==> src/rtl/operand_loader_pkg.sv <==
`default_nettype none
// +----------------------------------------------------------------------------+
// | Module   : operand_loader_pkg                                              |
// | Brief    : Shared state encoding and counter sizing for operand_loader.    |
// | Revision : 1.0 - initial release                                           |
// +----------------------------------------------------------------------------+
package operand_loader_pkg;

    localparam int c_state_w = 3;

    // CHECK is only reachable when OPERAND_LOADER_PARITY_EN is defined.
    typedef enum logic [c_state_w-1:0] {
        IDLE    = 3'd0,
        LOAD_A  = 3'd1,
        LOAD_B  = 3'd2,
        PRESENT = 3'd3,
        CHECK   = 3'd4
    } state_t;

    // Bits needed to count 0..width inclusive.
    function automatic int cnt_w(input int width);
        return $clog2(width + 1);
    endfunction

endpackage
`default_nettype wire

==> src/rtl/ser_shift_reg.sv <==
`default_nettype none
// +----------------------------------------------------------------------------+
// | Module   : ser_shift_reg                                                   |
// | Brief    : LSB-first serial-in / parallel-out shift register with clear.   |
// | Revision : 1.0 - initial release                                           |
// +----------------------------------------------------------------------------+
module ser_shift_reg #(
    parameter int WIDTH = 8
) (
    input  logic             clk,
    input  logic             rst,
    input  logic             clr,
    input  logic             shift_en,
    input  logic             ser_in,
    output logic [WIDTH-1:0] q
);

    logic [WIDTH-1:0] r_q;

    // New bits enter at the MSB so that after WIDTH shifts the first bit sits at bit 0.
    always_ff @(posedge clk or posedge rst) begin
        if (rst) begin
            r_q <= '0;
        end else if (clr) begin
            r_q <= '0;
        end else if (shift_en) begin
            r_q <= {ser_in, r_q[WIDTH-1:1]};
        end
    end

    assign q = r_q;

endmodule
`default_nettype wire

==> src/rtl/operand_loader.sv <==
`default_nettype none
// +----------------------------------------------------------------------------+
// | Module   : operand_loader                                                  |
// | Brief    : Serially collects operand A then B (LSB first) and presents     |
// |            them with carry-in over a valid/ready handshake.                |
// | Options  : OPERAND_LOADER_PARITY_EN adds a parity CHECK state and the      |
// |            parity_err output.                                              |
// | Revision : 1.0 - initial release                                           |
// +----------------------------------------------------------------------------+
module operand_loader
    import operand_loader_pkg::*;
#(
    parameter int WIDTH = 8
) (
    input  logic             clk,
    input  logic             rst,
    input  logic             start,
    input  logic             cin_in,
    input  logic             ser_in,
    input  logic             ser_valid,
    input  logic             op_ready,
    output logic [WIDTH-1:0] op_a,
    output logic [WIDTH-1:0] op_b,
    output logic             cin,
    output logic             op_valid,
`ifdef OPERAND_LOADER_PARITY_EN
    output logic             parity_err,
`endif
    output logic             busy
);

    localparam int                 c_cnt_w    = cnt_w(WIDTH);
    localparam logic [c_cnt_w-1:0] c_last_bit = c_cnt_w'(WIDTH - 1);
    localparam logic [c_cnt_w-1:0] c_one      = c_cnt_w'(1);

    state_t             r_state;
    state_t             w_next_state;
    logic [c_cnt_w-1:0] r_cnt;
    logic               r_cin;
    logic               w_clr;
    logic               w_shift_a;
    logic               w_shift_b;
    logic               w_last_bit;

    // The bit being accepted this cycle completes the current operand.
    assign w_last_bit = ser_valid && (r_cnt == c_last_bit);

`ifdef OPERAND_LOADER_PARITY_EN
    logic w_parity_ok;
    logic r_parity_err;

    // The parity bit reads 1 when A and B together hold an even number of ones.
    assign w_parity_ok = (ser_in == ~^{op_a, op_b});
`endif

    // State register.
    always_ff @(posedge clk or posedge rst) begin
        if (rst) begin
            r_state <= IDLE;
        end else begin
            r_state <= w_next_state;
        end
    end

    // Next-state logic.
    always_comb begin
        w_next_state = r_state;
        case (r_state)
            IDLE: begin
                if (start) begin
                    w_next_state = LOAD_A;
                end
            end
            LOAD_A: begin
                if (w_last_bit) begin
                    w_next_state = LOAD_B;
                end
            end
            LOAD_B: begin
                if (w_last_bit) begin
`ifdef OPERAND_LOADER_PARITY_EN
                    w_next_state = CHECK;
`else
                    w_next_state = PRESENT;
`endif
                end
            end
            PRESENT: begin
                // start is not looked at here, so IDLE always lasts at least one cycle.
                if (op_ready) begin
                    w_next_state = IDLE;
                end
            end
`ifdef OPERAND_LOADER_PARITY_EN
            CHECK: begin
                if (ser_valid) begin
                    w_next_state = w_parity_ok ? PRESENT : IDLE;
                end
            end
`endif
            default: begin
                w_next_state = IDLE;
            end
        endcase
    end

    // Output and datapath-control decode from the current state.
    always_comb begin
        op_valid  = (r_state == PRESENT);
        busy      = (r_state != IDLE);
        w_clr     = (r_state == IDLE) && start;
        w_shift_a = (r_state == LOAD_A) && ser_valid;
        w_shift_b = (r_state == LOAD_B) && ser_valid;
    end

    // Bit counter: cleared on every state change so it can never wrap.
    always_ff @(posedge clk or posedge rst) begin
        if (rst) begin
            r_cnt <= '0;
        end else if (w_next_state != r_state) begin
            r_cnt <= '0;
        end else if (w_shift_a || w_shift_b) begin
            r_cnt <= r_cnt + c_one;
        end
    end

    // Carry-in is latched only when a load is accepted.
    always_ff @(posedge clk or posedge rst) begin
        if (rst) begin
            r_cin <= 1'b0;
        end else if (w_clr) begin
            r_cin <= cin_in;
        end
    end

    assign cin = r_cin;

`ifdef OPERAND_LOADER_PARITY_EN
    // One-cycle error pulse coinciding with the return to IDLE.
    always_ff @(posedge clk or posedge rst) begin
        if (rst) begin
            r_parity_err <= 1'b0;
        end else begin
            r_parity_err <= (r_state == CHECK) && ser_valid && !w_parity_ok;
        end
    end

    assign parity_err = r_parity_err;
`endif

    ser_shift_reg #(
        .WIDTH    (WIDTH)
    ) u_shift_a (
        .clk      (clk),
        .rst      (rst),
        .clr      (w_clr),
        .shift_en (w_shift_a),
        .ser_in   (ser_in),
        .q        (op_a)
    );

    ser_shift_reg #(
        .WIDTH    (WIDTH)
    ) u_shift_b (
        .clk      (clk),
        .rst      (rst),
        .clr      (w_clr),
        .shift_en (w_shift_b),
        .ser_in   (ser_in),
        .q        (op_b)
    );

endmodule
`default_nettype wire

==> config.mk <==
export PLATFORM = sky130hd
export DESIGN_NAME = operand_loader
export DESIGN_NICKNAME = d
export VERILOG_FILES = /design/src/rtl/operand_loader_pkg.sv /design/src/rtl/ser_shift_reg.sv /design/src/rtl/operand_loader.sv
export SDC_FILE = /design/constraint.sdc
export NUM_CORES = 1
export LEC_CHECK = 0
export BUFFER_PORTS_ARGS = -buffer_cell sky130_fd_sc_hd__buf_4
export CAP_MARGIN = 10
export CORE_ASPECT_RATIO = 0.7
export CORE_MARGIN = 1
export CORE_UTILIZATION = 40
export DETAILED_ROUTE_END_ITERATION = 12
export GPL_ROUTABILITY_DRIVEN = 0
export HOLD_SLACK_MARGIN = 0.06
export MAX_ROUTING_LAYER = met4
export SLEW_MARGIN = 20
export SYNTH_ARGS = -nofsm -noshare
export SYNTH_HDL_FRONTEND = slang
export SYNTH_SLANG_ARGS = --single-unit
==> constraint.sdc <==
create_clock -name clk -period 1.5 [get_ports clk]
set_input_delay 0.15 -clock clk [delete_from_list [all_inputs] [get_ports clk]]
set_output_delay 0.15 -clock clk [all_outputs]
set_load 0.1 [all_outputs]
==> impl_metrics.py <==
metrics = {
    "finish": {
        "fill_cells": 259,
        "drive_gt1_frac": 0.4040,
        "nNetsFinal": 161,
        "areaGrowthSynthToFinish_pct": 33.54,
        "n_antenna_cell": 0,
        "utilization": 0.5634,
    },
    "synth": {
        "syn_nets": 122,
        "synth_edf_count": 0,
        "synthFlopType": "dfrtp_1",
        "synthesis.area_mm2": 0.001182,
        "ys_ff_latch": 24,
        "synth_top_area_cell": "dfrtp_1",
        "synth_cells": 114,
        "avgSynthCellArea_um2": 10.37,
        "ys_top_cells_by_area": "dfrtp_1 (51%), nand2_1 (9.2%), o21ai_0 (5.5%)",
        "synth_top_area_frac": 0.5079,
        "yosysSeqAreaShare": 0.5079,
        "ys_warn_count": 0,
        "ys_async_sr_fraction": 1.000,
        "yosys.cell_types.count": 33,
    },
    "placement": {
        "hpwlAfterDp_um": 1605,
        "io_buffers": 25,
    },
    "drt": {
        "ant_nets": 0,
        "drt_iter0_drc": 48,
        "drc": 0,
        "first_pass_iters": 4,
        "vias": 903,
        "routedWlPerCell_um": 12.15,
        "wl_um": 2272,
        "via_per_inst": 4.829,
    },
    "global_routing": {
        "grt_pass1_wl_um": 3525,
        "track_usage": 0.1622,
        "grt_antenna_before_repair": 0,
        "gr-total-overflow": 0,
        "grt_pass1_vias": 751,
        "grt_max_degree": 25,
    },
    "worst_setup_path": {
        "r2r-start": "r_cnt[0]$_DFFE_PP0P_",
        "critical-path-slowest-cell": "dfrtp_1",
        "critPathCaptureType": "flip-flop",
        "crit_fanout": 4,
        "rrSetupSlack_ns": 0.01,
        "crit_path_end": "r_cnt[2]$_DFFE_PP0P_",
        "worstPathArrival_ns": 1.68,
        "cp.required_ns": 1.69,
        "cp_cell_sequence": "ha_2, and4b_1, o211ai_1, o31ai_4, nor3_2",
        "slowest_delay_ns": 0.39,
        "crit_type": "reg2reg",
        "startpoint": "r_cnt[0]$_DFFE_PP0P_",
        "worstSetupStartpointType": "flip-flop",
        "reg2reg_depth": 5,
        "cpLargestDelayFamily": "compound AO/OA/AOI/OAI gates",
        "critical_path_depth": 5,
        "r2r_end": "r_cnt[2]$_DFFE_PP0P_",
        "path_buf_inv": 0,
    },
    "power": {
        "p_per_area_mw_per_mm2": 830.3,
        "p_total_mw": 1.311,
        "irDropWorstVdd_v": 0.0004115,
        "leakagePower_nw": 0.7018,
    },
    "sta": {
        "fin_skew_ns": 0.002696,
        "final.min_clock_period_ns": 1.487,
        "timing.final.crit_share": 0.9914,
        "slew_violations": 0,
        "hold_viol": 0,
        "fmax_mhz": 672.5,
        "setup_violations": 0,
        "rsz0062_at_grt": "yes",
    },
    "floorplanning": {
        "die_area_mm2": 0.003181,
        "core_mm2": 0.002803,
        "initial_core_util": 0.4219,
        "rows": 16,
        "fp.dieH_um": 47.49,
        "die_x_um": 66.99,
        "io_pins": 26,
    },
    "clock_network": {
        "clkTransAtPathRegs_ns": 0.08,
        "clk_latency_ns": 0.27,
        "clockBufferDepth": 2,
        "cts_buffers": 3,
        "htree_levels": 1,
        "cts-root-buf": "clkbuf_8",
        "cts_num_sinks": 24,
        "cts_tree": "built",
    },
    "worst_hold_path": {
        "min_path_cells": 2,
        "hold_path.class": "in2reg",
        "holdCritStartpoint": "op_ready",
    },
    "run": {
        "drv_cap": 0,
    },
    "run_status": {
        "outcome": "finished, final reports clean",
    },
}
cell usage after synthesis (2+ instances only):
master    count
o21ai_0      13
dfrtp_1      24
nor3_2        3
inv_1         2
nor3_1        3
nor3b_4       2
a21oi_1       3
buf_6         2
nor2_1        3
xnor2_1       3
mux2i_1       3
buf_4         3
nand2_1      29
o211ai_1      2
cell type report:
cell class | count | area, um^2 | area share
flip-flops and latches | 24 | 601.8 | 0.3811
well taps | 36 | 45.04 | 0.02853
multi-input cells | 82 | 560.5 | 0.3550
repair buffers | 40 | 322.8 | 0.2044
inverters | 2 | 7.507 | 0.004754
clock buffers | 3 | 41.29 | 0.02615
repair_timing:
action | 4_1_cts | 5_1_grt
buffers inserted | 2 | 3
pin swaps | 3 | 4
gates resized for setup | 5 | 4
hold buffers | 1 | 0
hold endpoints to repair | 24 | 0
cloned | 0 | 0
endpoints found under the setup margin | 6 | 5
power by group:
part | internal, mW | total (mW) | switching (mW)
combinational | 0.0827 | 0.253 | 0.170
clock | 0.180 | 0.385 | 0.205
sequential | 0.661 | 0.673 | 0.0118
per-layer routing:
layer	vias up	wire, um	GRT usage
met5	-	0	-
met1	417	1145	0.2197
met4	0	10	0.05106
met3	2	134	0.05714
met2	26	982	0.2263
li1	458	-	-
cells in the final DEF, fill, tap and decap left out, drive strengths merged:
| cell type | count |
|---|---|
| buf | 39 |
| nand2 | 30 |
| dfrtp | 24 |
| o21ai | 14 |
| nor3 | 6 |
| xnor2 | 4 |
| nor2 | 4 |
| mux2i | 3 |
| a21oi | 3 |
| clkbuf | 3 |
| nor3b | 3 |
| o211ai | 2 |
| inv | 2 |
| nand2b | 2 |
| o31ai | 2 |
| mux2 | 1 |
| nand4b | 1 |
| and2 | 1 |
| and4b | 1 |
| nand3 | 1 |
| a311oi | 1 |
| nor2b | 1 |
| ha | 1 |
| dlygate4sd3 | 1 |
| conb | 1 |
registers in the layout (all words and copies together), names as in the netlist:
register / flops
cin: 1
r_cnt: 4
r_state: 3
u_shift_a.q: 8
u_shift_b.q: 8
worst min path at each step:
stage	endpoint
2_1_floorplan	cin$_DFFE_PP0P_
3_3_place_gp	u_shift_b.q[3]$_DFFE_PP0P_
3_5_place_dp	u_shift_b.q[3]$_DFFE_PP0P_
4_1_cts	r_state[1]$_DFF_PP0_
5_1_grt	r_state[1]$_DFF_PP0_
6_report	r_state[1]$_DFF_PP0_
per-stage QoR:
step / setup TNS (ns) / setup slack [ns] / cells / instance area, um^2 / hold slack [ns]
after floorplan: 0 / 0.06822 / 114 / 1190 / 0.1646
after global placement: 0 / 0.04183 / 178 / 1453 / 0.2190
after detailed placement: -0.2629 / -0.07561 / 178 / 1453 / 0.2263
after CTS: 0 / 0.02104 / 184 / 1539 / 0.07019
after global routing: -0.1668 / -0.05902 / 187 / 1579 / 0.08244
final: 0 / 0.01295 / 187 / 1579 / 0.07800
cell families after synthesis:
| kind of cell | Yosys count | share of synthesized area |
|---|---|---|
| xor gates and xnor gates | 4 | 0.04551 |
| muxes | 4 | 0.03492 |
| adders and majority gates | 1 | 0.01058 |
| and+or+nand+nor | 50 | 0.2402 |
| other | 1 | 0.003172 |
| AOI/OAI and AO/OA | 22 | 0.1090 |
| DFF | 24 | 0.5079 |
| buffers and inverters | 8 | 0.04867 |
Power figures use the tool's default switching activity.
